==> config.mk <==
export PLATFORM = sky130hd
export DESIGN_NAME = tail_light
export DESIGN_NICKNAME = d
export VERILOG_FILES = /design/src/rtl/tail_light_pkg.sv /design/src/rtl/tail_light_tick.sv /design/src/rtl/tail_light.sv
export SDC_FILE = /design/constraint.sdc
export NUM_CORES = 1
export LEC_CHECK = 0
export ABC_CLOCK_PERIOD_IN_PS = 1900
export BUFFER_PORTS_ARGS = -buffer_cell sky130_fd_sc_hd__buf_2
export CAP_MARGIN = 20
export CORE_MARGIN = 2
export CORE_UTILIZATION = 45
export DETAILED_ROUTE_END_ITERATION = 8
export PLACE_DENSITY_LB_ADDON = 0.05
export SETUP_SLACK_MARGIN = 0.1
export SLEW_MARGIN = 25
export SYNTH_ARGS = -nofsm -noshare
export SYNTH_HDL_FRONTEND = slang
export SYNTH_SLANG_ARGS = --single-unit
==> constraint.sdc <==
create_clock -name clk -period 1.9 [get_ports clk]
set_clock_uncertainty 0.15 [all_clocks]
set_input_delay 0.095 -clock clk [delete_from_list [all_inputs] [get_ports clk]]
set_output_delay 0.095 -clock clk [all_outputs]
set_load 0.02 [all_outputs]
==> src/rtl/tail_light_pkg.sv <==
// tail_light_pkg
//   Shared types and constants for the tail-light controller.
//   - state_t       : 3-bit FSM state encoding (all eight codes used)
//   - LAMP_*        : three-lamp bar patterns, bit0 = innermost lamp
//   - left_lamps()  : state -> left bar pattern
//   - right_lamps() : state -> right bar pattern
package tail_light_pkg;

  typedef enum logic [2:0] {
    IDLE = 3'd0,
    L1   = 3'd1,
    L2   = 3'd2,
    L3   = 3'd3,
    R1   = 3'd4,
    R2   = 3'd5,
    R3   = 3'd6,
    LR3  = 3'd7
  } state_t;

  localparam logic [2:0] LAMP_OFF = 3'b000;
  localparam logic [2:0] LAMP_1   = 3'b001;
  localparam logic [2:0] LAMP_2   = 3'b011;
  localparam logic [2:0] LAMP_3   = 3'b111;

  function automatic logic [2:0] left_lamps(input state_t s);
    case (s)
      L1:      return LAMP_1;
      L2:      return LAMP_2;
      L3, LR3: return LAMP_3;
      default: return LAMP_OFF;
    endcase
  endfunction

  function automatic logic [2:0] right_lamps(input state_t s);
    case (s)
      R1:      return LAMP_1;
      R2:      return LAMP_2;
      R3, LR3: return LAMP_3;
      default: return LAMP_OFF;
    endcase
  endfunction

endpackage

==> src/rtl/tail_light_tick.sv <==
// tail_light_tick
//   Step prescaler: asserts tick for one cycle every TICK_DIV clocks.
//   Ports:
//     clk  : system clock, rising edge
//     rst  : synchronous active-low reset (counter cleared to 0)
//     tick : high while the counter is at its terminal count (0)
//   Parameter TICK_DIV: clocks per step, 1..65535 (1 = tick every cycle).
module tail_light_tick #(
  parameter int unsigned TICK_DIV = 1
) (
  input  logic clk,
  input  logic rst,
  output logic tick
);

  localparam logic [15:0] RELOAD = 16'(TICK_DIV - 1);

  logic [15:0] count;

  // Down-counter: reset to 0 so the very first edge after reset is a tick.
  always_ff @(posedge clk) begin
    if (!rst) begin
      count <= '0;
    end else if (count == '0) begin
      count <= RELOAD;
    end else begin
      count <= count - 16'd1;
    end
  end

  assign tick = (count == '0);

endmodule

==> src/rtl/tail_light.sv <==
// tail_light
//   Sequential tail-light controller: left sweep, right sweep, or hazard
//   blink across two three-lamp bars. Moore FSM stepped by a prescaled tick;
//   lamp outputs are registered from the next-state decode so they change
//   on the same edge as the state register and never glitch.
//   Ports:
//     clk             : system clock, rising edge
//     rst             : synchronous active-low reset
//     l, r, HAZARD    : left / right / hazard requests
//     dbg_state       : current state code (only with TAIL_LIGHT_STATE_OUT_EN)
//     LEFT_INDICATOR  : left lamps, bit0 = LA (inner) .. bit2 = LC (outer)
//     RIGHT_INDICATOR : right lamps, bit0 = RA (inner) .. bit2 = RC (outer)
//   Optional macro: TAIL_LIGHT_STATE_OUT_EN adds the dbg_state output.
//
//   state | meaning
//   IDLE  | all lamps off
//   L1    | left 001
//   L2    | left 011
//   L3    | left 111
//   R1    | right 001
//   R2    | right 011
//   R3    | right 111
//   LR3   | hazard, both bars 111
module tail_light
  import tail_light_pkg::*;
#(
  parameter int unsigned TICK_DIV = 1
) (
  input  logic       clk,
  input  logic       rst,
  input  logic       l,
  input  logic       r,
  input  logic       HAZARD,
`ifdef TAIL_LIGHT_STATE_OUT_EN
  output logic [2:0] dbg_state,
`endif
  output logic [2:0] LEFT_INDICATOR,
  output logic [2:0] RIGHT_INDICATOR
);

  state_t state;
  state_t next_state;
  logic   tick;
  logic   haz;
  logic   left;
  logic   right;

  tail_light_tick #(
    .TICK_DIV(TICK_DIV)
  ) u_tick (
    .clk (clk),
    .rst (rst),
    .tick(tick)
  );

  // l & r together is treated as a hazard request.
  assign haz   = HAZARD | (l & r);
  assign left  = l & ~r & ~HAZARD;
  assign right = r & ~l & ~HAZARD;

  always_comb begin
    next_state = state;
    if (tick) begin
      if (haz) begin
        next_state = (state == LR3) ? IDLE : LR3;
      end else if (left) begin
        case (state)
          L1:      next_state = L2;
          L2:      next_state = L3;
          L3:      next_state = IDLE;
          default: next_state = L1;
        endcase
      end else if (right) begin
        case (state)
          R1:      next_state = R2;
          R2:      next_state = R3;
          R3:      next_state = IDLE;
          default: next_state = R1;
        endcase
      end else begin
        next_state = IDLE;
      end
    end
  end

  always_ff @(posedge clk) begin
    if (!rst) begin
      state           <= IDLE;
      LEFT_INDICATOR  <= LAMP_OFF;
      RIGHT_INDICATOR <= LAMP_OFF;
    end else begin
      state           <= next_state;
      LEFT_INDICATOR  <= left_lamps(next_state);
      RIGHT_INDICATOR <= right_lamps(next_state);
    end
  end

`ifdef TAIL_LIGHT_STATE_OUT_EN
  assign dbg_state = state;
`endif

endmodule

==> impl_metrics.env <==
export IMPL_ys_seq_area_share_pct=44.05
export IMPL_die_w_um=54.25
export IMPL_cts_tree="built"
export IMPL_clock_latency_ns=0.32
export IMPL_multi_input_area_um2=660.6
export IMPL_die_y_um=54.25
export IMPL_cts_max_level=1
export IMPL_crit_type="flip-flop to flip-flop"
export IMPL_rows=18
export IMPL_ir_drop_mv=0.4108
export IMPL_cp_max_fo=4
export IMPL_wl_per_cell_um=12.70
export IMPL_finalNonFillerCells=185
export IMPL_tns_ns=-0.003681
export IMPL_clkSlewWorstSetupHoldPaths_ns=0.13
export IMPL_via_count=1001
export IMPL_cts_buffers=3
export IMPL_num_antenna_cells=0
export IMPL_synth_area_mm2=0.001136
export IMPL_post_place_ws_ns=0.01222
export IMPL_drive_above_1_share_pct=31.61
export IMPL_final_util_pct=59.36
export IMPL_routed_wl_um=2350
export IMPL_drtAntennaViolNets=0
export IMPL_nets=163
export IMPL_hpwl_um=1622
export IMPL_dp_cells=170
export IMPL_synthToLayoutAreaGrowth_pct=27.09
export IMPL_dr_pass1_iters=4
export IMPL_hold_viol_final=0
export IMPL_cap_violations=0
export IMPL_vias_per_cell=5.411
export IMPL_tightestPinTransition_ns=0.3382
export IMPL_finalCriticalPeriod_ns=1.904
export IMPL_syn_inst=125
export IMPL_setup_slack_ns=-0.003681
export IMPL_finalCritPeriodShare_pct=100.2
export IMPL_grt_busiest_layer="met2"
export IMPL_synth_seq_cells=25
export IMPL_synth_cell_types=39
export IMPL_final_common_cell="dfxtp_1"
export IMPL_drc=0
export IMPL_synth_nets=132
export IMPL_crit_arrival_ns=2.00
export IMPL_cp_end_kind="flip-flop"
export IMPL_seq_area_um2=508.0
export IMPL_leakage_nw=0.7054
export IMPL_clockBufferDepth=2
export IMPL_dieArea_mm2=0.002943
export IMPL_place_congestion=0.7164
export IMPL_status="finished, violations left"
export IMPL_nFillCells=218
export IMPL_hold_class="primary input to flip-flop"
export IMPL_grtUsageMet3_pct=4.098
export IMPL_cp_required_ns=1.99
export IMPL_first_global_vias=902
export IMPL_drtIter0Drc=14
export IMPL_setup_viol_count_final=1
export IMPL_grt_total_usage_pct=18.18
export IMPL_fp_coreArea_mm2=0.002432
export IMPL_globalRouteMet2Util_pct=32.93
export IMPL_yosys_warnings=0
export IMPL_clockRootBuffer="clkbuf_4"
export IMPL_clock_sinks=25
export IMPL_grt_max_degree=17
export IMPL_violations="negative setup slack"
export IMPL_finalPower_mw=0.9136
export IMPL_place_port_buffers=10
export IMPL_powerDensity_mw_per_mm2=632.7
export IMPL_io_pins=11
export IMPL_slew_violations=0
export IMPL_met1_usage_pct=20.77
export IMPL_initial_core_util_pct=46.71
export IMPL_grt_ovfl_total=0
export IMPL_crit_path_start_kind="flip-flop"
export IMPL_grt_pass1_wl_um=3898
export IMPL_final_cell_mix="dfxtp_1 (19), nor2_1 (17), buf_4 (15)"
export IMPL_max_slew_margin_rel_pct=77.37
export IMPL_rsz0062_at_grt="true"
export IMPL_antenna_found_initial=0
export IMPL_syn_area_per_cell_um2=9.089
export IMPL_max_freq_mhz=525.3
==> Yosys cell counts, drive strengths merged <==
cell type  count  share of area, %
o211ai         1              0.66
nor2b          4               2.2
a21o           1              0.66
nand3          3               1.3
nor3           5               2.6
nand3b         1              0.66
nand2          4               1.3
or4            1              0.66
nand2b         1              0.55
o31ai          3               2.0
xor2           4               3.1
o311a          1              0.88
o22ai          1              0.55
a21boi         2               1.7
ha             2               2.2
a21oi         10               4.4
buf            1              0.44
nor4b          1              0.77
nor3b          2               1.3
a2111o         1              0.99
and2           2               1.1
mux2           2               2.0
nand4b         1               2.1
clkbuf         1              0.33
dfxtp         25                44
nor2          18               6.2
maj3           1              0.88
nand4          2               1.1
inv            4               1.3
or3            5               3.2
a311oi         1              0.77
xnor2          5               3.9
o21a           1              0.66
o21ai          8               3.5
==> cell families (layout without fill, tap and decap cells) <==
| logic type | count (synthesis) | count (layout) | share of synthesized area [%] |
|---|---|---|---|
| simple gates | 50 | 50 | 25.11 |
| compound gates | 30 | 30 | 16.74 |
| flops | 25 | 25 | 44.05 |
| xor+xnor | 9 | 9 | 6.938 |
| buf+inv | 6 | 36 | 2.091 |
| fa+ha+maj | 3 | 3 | 3.083 |
| mux | 2 | 2 | 1.982 |
==> registers in the layout (all words and copies together) (netlist names) <==
register and count:
LEFT_INDICATOR 3, RIGHT_INDICATOR 3, u_tick.count 16, state 3
==> final timing paths <==
kind	start	to	slack (ns)	depth (start not counted)
setup / recovery	u_tick.count[12]	LEFT_INDICATOR[1]	-0.004	5
hold / removal	l	RIGHT_INDICATOR[1]	0.26	5
hold reg to reg	u_tick.count[0]	u_tick.count[0]	0.30	1
setup reg to reg	u_tick.count[12]	LEFT_INDICATOR[1]	-0.004	5
==> layer usage <==
| layer | vias to the layer above | part of all wire, % |
|---|---|---|
| met4 | 0 | 0.98 |
| met5 | - | 0 |
| met1 | 477 | 44 |
| li1 | 507 | - |
| met3 | 4 | 2.8 |
| met2 | 13 | 52 |
==> worst max-delay path, cell delays in order, from the launching register on <==
cell      delay [ns]
dfxtp_2         0.34
or3_4           0.38
nand4b_4        0.20
nor2_4          0.17
mux2_4          0.35
nor4b_2         0.24
==> stage by stage <==
step / area (um^2) / hold WS (ns)
after floorplan: 1152 / 0.07318
after global placement: 1284 / 0.2595
after detailed placement: 1284 / 0.2603
after CTS: 1376 / 0.2120
after global routing: 1444 / 0.2459
final: 1444 / 0.2579
==> report_power, final <==
part | switching [mW] | internal (mW) | total [mW]
Clock | 0.154 | 0.0788 | 0.232
Combinational | 0.0676 | 0.0601 | 0.128
Sequential | 0.0115 | 0.542 | 0.554
==> timing repair <==
action,in CTS,in global routing
setup buffers,5,5
endpoints found under the hold margin,6,0
hold buffers,1,0
pin swaps,4,5
endpoints found under the setup margin,9,12
gates resized for setup,4,10
==> cell type report <==
type	instances	area share [%]
Timing Repair Buffer	28	13.52
Clock buffer	3	1.560
Clock inverter	1	0.3466
Sequential cell	25	35.18
Tap cell	30	2.600
Inverter	4	1.040
Multi-Input combinational cell	94	45.75
Note: power is estimated with default switching activity, not from simulation.
